`src/rtl/audio_ram_scheduler.sv`:
```
// rtl/audio_ram_scheduler.sv - record/playback sequencer for the shared audio DDR RAM
module audio_ram_scheduler #(
    parameter int ADDR_W  = 26,
    parameter int DATA_W  = 16,
    parameter int RD_TOUT = 1024
) (
    input  logic              clk,
    input  logic              reset,
    input  logic [1:0]        mode,
    input  logic              s_end,
    input  logic [DATA_W-1:0] audio_in,
    input  logic              s_req,
    output logic [DATA_W-1:0] audio_out,
    input  logic              ram_rdy,
    output logic [ADDR_W-1:0] ram_address,
    output logic [DATA_W-1:0] ram_data_in,
    output logic              ram_write_enable,
    output logic              ram_read_request,
    input  logic              ram_rd_data_pres,
    output logic              ram_read_ack,
    input  logic [DATA_W-1:0] ram_data_out,
    input  logic [ADDR_W-1:0] max_ram_address,
    output logic [ADDR_W-1:0] rec_len,
    output logic              overrun,
    output logic              underrun,
    output logic              busy
);

    localparam logic [1:0] S_IDLE   = 2'd0;
    localparam logic [1:0] S_WRITE  = 2'd1;
    localparam logic [1:0] S_RD_REQ = 2'd2;
    localparam logic [1:0] S_RD_ACK = 2'd3;
    localparam int         TW       = $clog2(RD_TOUT + 1);

    logic [1:0]        state;
    logic [2:0]        end_sync;
    logic [2:0]        req_sync;
    logic [1:0]        mode_q;
    logic              wr_pend;
    logic              rd_pend;
    logic              pf_valid;
    logic [ADDR_W-1:0] wr_ptr;
    logic [ADDR_W-1:0] rd_ptr;
    logic [DATA_W-1:0] wr_buf;
    logic [DATA_W-1:0] prefetch;
    logic [TW-1:0]     tout_cnt;

    logic              end_evt;
    logic              req_evt;
    logic              tout_hit;
    logic              pf_fill;
    logic              rec_inc;
    logic              enter_rec;
    logic              enter_play;
    logic [ADDR_W:0]   rd_nxt;

    assign end_evt    = end_sync[1] & ~end_sync[2];
    assign req_evt    = req_sync[1] & ~req_sync[2];
    assign tout_hit   = (state == S_RD_REQ) && !ram_rd_data_pres && (tout_cnt == TW'(RD_TOUT - 1));
    // The prefetch slot is refilled this cycle; a simultaneous DAC request must not clear it.
    assign pf_fill    = (state == S_RD_REQ) && (ram_rd_data_pres || tout_hit);
    assign rec_inc    = (rec_len <= max_ram_address) && (rec_len != {ADDR_W{1'b1}});
    assign enter_rec  = (state == S_IDLE) && mode[0] && !mode_q[0];
    assign enter_play = (state == S_IDLE) && mode[1] && !mode_q[1];
    assign rd_nxt     = {1'b0, rd_ptr} + 1'b1;

    // RAM handshake outputs decode directly from the state so an async reset clears them at once.
    always_comb begin
        busy             = (state != S_IDLE);
        ram_write_enable = (state == S_WRITE);
        ram_read_request = (state == S_RD_REQ);
        ram_read_ack     = (state == S_RD_ACK);
        ram_data_in      = (state == S_WRITE) ? wr_buf : '0;
        ram_address      = '0;
        if (state == S_WRITE) begin
            ram_address = wr_ptr;
        end else if (state == S_RD_REQ || state == S_RD_ACK) begin
            ram_address = rd_ptr;
        end
    end

    // Bring the audio-domain strobes into clk with a 2-flop sync plus an edge-detect stage.
    always_ff @(posedge clk or negedge reset) begin
        if (!reset) begin
            end_sync <= '0;
            req_sync <= '0;
        end else begin
            end_sync <= {end_sync[1:0], s_end};
            req_sync <= {req_sync[1:0], s_req};
        end
    end

    // RAM transaction FSM, mode application, sample buffering and prefetch bookkeeping.
    always_ff @(posedge clk or negedge reset) begin
        if (!reset) begin
            state     <= S_IDLE;
            mode_q    <= '0;
            wr_pend   <= 1'b0;
            rd_pend   <= 1'b0;
            pf_valid  <= 1'b0;
            wr_ptr    <= '0;
            rd_ptr    <= '0;
            wr_buf    <= '0;
            prefetch  <= '0;
            tout_cnt  <= '0;
            rec_len   <= '0;
            audio_out <= '0;
            overrun   <= 1'b0;
            underrun  <= 1'b0;
        end else begin
            case (state)
                S_IDLE: begin
                    tout_cnt <= '0;
                    if (ram_rdy && wr_pend) begin
                        state <= S_WRITE;
                    end else if (ram_rdy && rd_pend) begin
                        state <= S_RD_REQ;
                    end
                end
                S_WRITE: begin
                    wr_pend <= 1'b0;
                    wr_ptr  <= (wr_ptr == max_ram_address) ? '0 : wr_ptr + 1'b1;
                    if (rec_inc) begin
                        rec_len <= rec_len + 1'b1;
                    end
                    state <= S_IDLE;
                end
                S_RD_REQ: begin
                    if (ram_rd_data_pres) begin
                        prefetch <= ram_data_out;
                        pf_valid <= 1'b1;
                        state    <= S_RD_ACK;
                    end else if (tout_hit) begin
                        prefetch <= '0;
                        pf_valid <= 1'b1;
                        underrun <= 1'b1;
                        rd_pend  <= 1'b0;
                        state    <= S_IDLE;
                    end else begin
                        tout_cnt <= tout_cnt + 1'b1;
                    end
                end
                default: begin
                    rd_pend <= 1'b0;
                    rd_ptr  <= (rd_nxt >= {1'b0, rec_len}) ? '0 : rd_nxt[ADDR_W-1:0];
                    state   <= S_IDLE;
                end
            endcase

            if (state == S_IDLE) begin
                mode_q <= mode;
                if (enter_rec) begin
                    wr_ptr  <= '0;
                    rec_len <= '0;
                end
                if (enter_play) begin
                    rd_ptr   <= '0;
                    pf_valid <= 1'b0;
                    rd_pend  <= 1'b1;
                end
            end

            if (end_evt && mode_q[0]) begin
                wr_buf  <= audio_in;
                wr_pend <= 1'b1;
                // A buffer being written out this cycle is already consumed, so no loss.
                if (wr_pend && state != S_WRITE) begin
                    overrun <= 1'b1;
                end
            end

            if (!mode_q[1]) begin
                audio_out <= '0;
            end else if (req_evt) begin
                if (rec_len == '0) begin
                    audio_out <= '0;
                end else begin
                    audio_out <= pf_valid ? prefetch : '0;
                    if (!pf_valid) begin
                        underrun <= 1'b1;
                    end
                    if (!pf_fill) begin
                        pf_valid <= 1'b0;
                    end
                    rd_pend <= 1'b1;
                end
            end
        end
    end

endmodule
```
`config.mk`:
```
export PLATFORM = sky130hd
export DESIGN_NAME = audio_ram_scheduler
export DESIGN_NICKNAME = d
export VERILOG_FILES = /design/src/rtl/audio_ram_scheduler.sv
export SDC_FILE = /design/constraint.sdc
export NUM_CORES = 1
export LEC_CHECK = 0
export BUFFER_PORTS_ARGS = -buffer_cell sky130_fd_sc_hd__buf_2
export CAP_MARGIN = 10
export CELL_PAD_IN_SITES_DETAIL_PLACEMENT = 2
export CELL_PAD_IN_SITES_GLOBAL_PLACEMENT = 2
export CORE_ASPECT_RATIO = 1.4
export CORE_MARGIN = 2
export CORE_UTILIZATION = 38
export CTS_CLUSTER_SIZE = 30
export DETAILED_ROUTE_END_ITERATION = 16
export GPL_TIMING_DRIVEN = 1
export PLACE_DENSITY_LB_ADDON = 0.1
export SLEW_MARGIN = 20
export SYNTH_ARGS = -nofsm -noshare
export SYNTH_HDL_FRONTEND = slang
export SYNTH_SLANG_ARGS = --single-unit
```
`constraint.sdc`:
```
create_clock -name clk -period 9.2 [get_ports clk]
set_clock_uncertainty 0.1 [all_clocks]
set_input_delay 2.76 -clock clk [delete_from_list [all_inputs] [get_ports clk]]
set_output_delay 2.76 -clock clk [all_outputs]
set_load 0.01 [all_outputs]
```
==> flow_summary.ini <==
[run_status]
status = finished, final reports clean

[drt]
wl_mm = 33.2
via_per_inst = 5.63
wire_per_inst_um = 23.7
drtIter0Drc = 328
vias = 7898
drc = 0
firstDrtPassIters = 6
postRouteAntennaNets = 0

[setup_path]
worstPathMaxFanout = 46
critPathMostFrequentCell = buf_4
end_kind = primary output
startpoint_type = register
reg2reg_slack_ns = 4.17
cp.arrival_ns = 2.53
max_stage_delay_ns = 0.43
path_cells = buf_4 -> nand2b_1 -> inv_1 -> buf_4 -> a22o_1 -> buf_2
critPathTopFamily = buffers and inverters
worst-path-buf-inv = 4
critical_path_class = reg -> out
crit_slowest_cell = buf_4
cp.required_ns = 6.34

[sta]
rsz0062_at_grt = false
hold_ws_ns = 0.257
slew_violations = 0
fin_crit_ns = 5.39
max_slew_margin = 0.346
hold_viol = 0
fmax_mhz = 186
setup-tns-final_ns = 0
worst_pin_slew_ns = 0.981
setup_viol = 0
finalCritPeriodShare = 0.586

[placement]
portBuffers = 155
placedCellCount = 1372
dp_hpwl_mm = 24.5
gp_congestion = 0.806

[grt]
first_global_vias = 8787
grt_max_degree = 103
antenna_found_initial = 0
grt.overflow.total = 0
grt_pass1_wl_mm = 51.8
grt_use_total = 0.271

[cells_and_area]
multiInputGateArea_sq_um = 4890
nets = 1204
final_common_cell = buf_2
drive_above_1_share = 0.217
fillers = 2643
syn_to_final_growth_pct = 17.5
n_antenna_cell = 0
ff_latch_area_sq_um = 3800
final_cells = 1403
mostFrequentLayoutCells = buf_2 (154), dfrtp_1 (152), nor2_1 (87)

[floorplanning]
core_sq_um = 23800
die_h_um = 188
die-area_sq_um = 25400
dieWidth_um = 135
rows = 67
initial_core_util = 0.385
ios = 156

[clock_network]
cts_setup_buffers = 0
cts-root-buf = clkbuf_16
cts.clk_slew.worst_paths_ns = 0.06
cts_buffer_depth = 2
clk_latency_ns = 0.45
ctsResizeCount = 0
h-tree-depth = 4
cts_sinks = 152
cts_inserted_buffers = 17
postCtsHoldBufs = 0
cts_tree = yes

[min_path]
min_path_type = reg -> reg

[synth]
syn_area_sq_um = 9160
synthCells = 945
yosysWarningCount = 0
synth_ff_type = dfrtp_1
syn-mean-instance-area_sq_um = 9.70
yosys_register_bits = 152
ys_seq_area_frac = 0.415
ys_types = 64
syn-num-nets = 1068
synth-edff-count = 0
synthArstFlopShare = 1.00

[power]
power_density_nw_per_um2 = 234
peakVddDrop_uv = 133
p_leak_nw = 5.21

[job]
maxCapViolCount = 0
-- cell families (layout without fill, tap and decap cells) --
group	Yosys count	after routing	share of synthesized area
AO/OA/AOI/OAI	166	166	0.133
XOR/XNOR	104	104	0.0994
adder cells (fa/ha/maj)	57	57	0.0778
buffers and inverters	112	260	0.0512
flip-flops	152	152	0.415
multiplexers	22	22	0.0266
AND/OR/NAND/NOR	332	332	0.197
-- area by class of cell --
type | count | area share
Multi-Input combinational cell | 681 | 0.454
Clock buffer | 18 | 0.0408
Inverter | 64 | 0.0223
Sequential cell | 152 | 0.353
Clock inverter | 13 | 0.0135
Tap cell | 310 | 0.0360
Timing Repair Buffer | 165 | 0.0796
-- synthesized netlist by cell type (2+ instances only) --
| cell type | instances | share of area |
|---|---|---|
| buf_1 | 2 | 0.00082 |
| nor3_1 | 11 | 0.0060 |
| nand3b_1 | 4 | 0.0033 |
| a21oi_1 | 34 | 0.019 |
| o21ai_0 | 13 | 0.0071 |
| a31o_2 | 2 | 0.0019 |
| o21ai_2 | 2 | 0.0019 |
| nor4_1 | 20 | 0.014 |
| nor2_1 | 87 | 0.036 |
| nand2_1 | 61 | 0.025 |
| a31oi_1 | 18 | 0.012 |
| dfrtp_1 | 152 | 0.42 |
| a41oi_1 | 4 | 0.0038 |
| nor4_4 | 2 | 0.0046 |
| nand4b_1 | 2 | 0.0019 |
| and2_1 | 20 | 0.014 |
| a211oi_1 | 6 | 0.0049 |
| xor2_1 | 43 | 0.041 |
| nand2b_1 | 13 | 0.0089 |
| o211ai_1 | 2 | 0.0016 |
| o21bai_1 | 2 | 0.0016 |
| buf_2 | 8 | 0.0044 |
| inv_1 | 63 | 0.026 |
| mux2_2 | 19 | 0.023 |
| ha_1 | 57 | 0.078 |
| buf_4 | 2 | 0.0016 |
| nor3b_1 | 3 | 0.0025 |
| a22oi_1 | 7 | 0.0057 |
| nand3_1 | 32 | 0.017 |
| nor4_2 | 4 | 0.0055 |
| buf_6 | 4 | 0.0049 |
| clkbuf_1 | 31 | 0.013 |
| o21ai_1 | 2 | 0.0011 |
| nor4b_1 | 3 | 0.0029 |
| xnor2_1 | 61 | 0.058 |
| nand4_1 | 29 | 0.020 |
| and4_1 | 9 | 0.0086 |
| a22o_1 | 64 | 0.061 |
| and3_1 | 17 | 0.012 |
| mux2i_1 | 3 | 0.0033 |
| nor2b_1 | 4 | 0.0027 |
-- report_power, final --
part           internal (mW)  leakage (nW)  switching, mW  total (mW)
Combinational          0.323          2.91          0.490       0.813
Clock                  0.408         0.279          0.317       0.725
Sequential             0.806          2.01          0.175       0.980
Total                   1.54          5.21          0.982        2.52
-- sequential cells by signal, summed over array words and instances (netlist names), 2 cells and up --
register,cells
prefetch,16
wr_buf,16
audio_out,16
rd_ptr,26
req_sync,3
end_sync,3
tout_cnt,11
wr_ptr,26
state,2
mode_q,2
rec_len,26
-- metrics by stage --
step	setup slack, ns	instance area, sq um	utilization	power, mW
6_report	3.81	10800	0.452	2.52
5_1_grt	3.68	10800	0.452	2.67
4_1_cts	3.78	10800	0.452	2.56
3_5_place_dp	3.85	10200	0.428	1.80
3_3_place_gp	3.98	10200	0.428	1.77
2_1_floorplan	4.41	9160	-	1.47
-- worst register-to-register path, delay by kind of cell, from the launching register on --
family                   cells  cell delay [ns]
buffers and inverters        1             0.41
adder cells (fa/ha/maj)      2             0.54
XOR/XNOR                     1             0.22
AO/OA/AOI/OAI                6             1.66
flip-flops                   1             0.53
AND/OR/NAND/NOR              6             1.48
-- metal layers --
metal,global-route usage,routed length (um),up-vias
met2,0.506,18200,163
met5,0,0,-
met1,0.306,13000,4067
met3,0.0406,872,54
li1,-,-,3614
met4,0.105,1140,0
-- final timing paths --
path,from,endpoint,cells past startpoint
worst min register to register,end_sync[0]$_DFF_PN0_,end_sync[1]$_DFF_PN0_,0
min in group asynchronous,reset,audio_out[12]$_DFFE_PN0P_,1
worst max-delay path,state[1]$_DFFE_PN0P_,ram_address[0],6
max in group asynchronous,reset,wr_ptr[10]$_DFF_PN0_,2
worst max register to register,rd_ptr[0]$_DFF_PN0_,rd_ptr[5]$_DFF_PN0_,16
worst min-delay path,end_sync[0]$_DFF_PN0_,end_sync[1]$_DFF_PN0_,0
(Power assumes the default switching activity.)
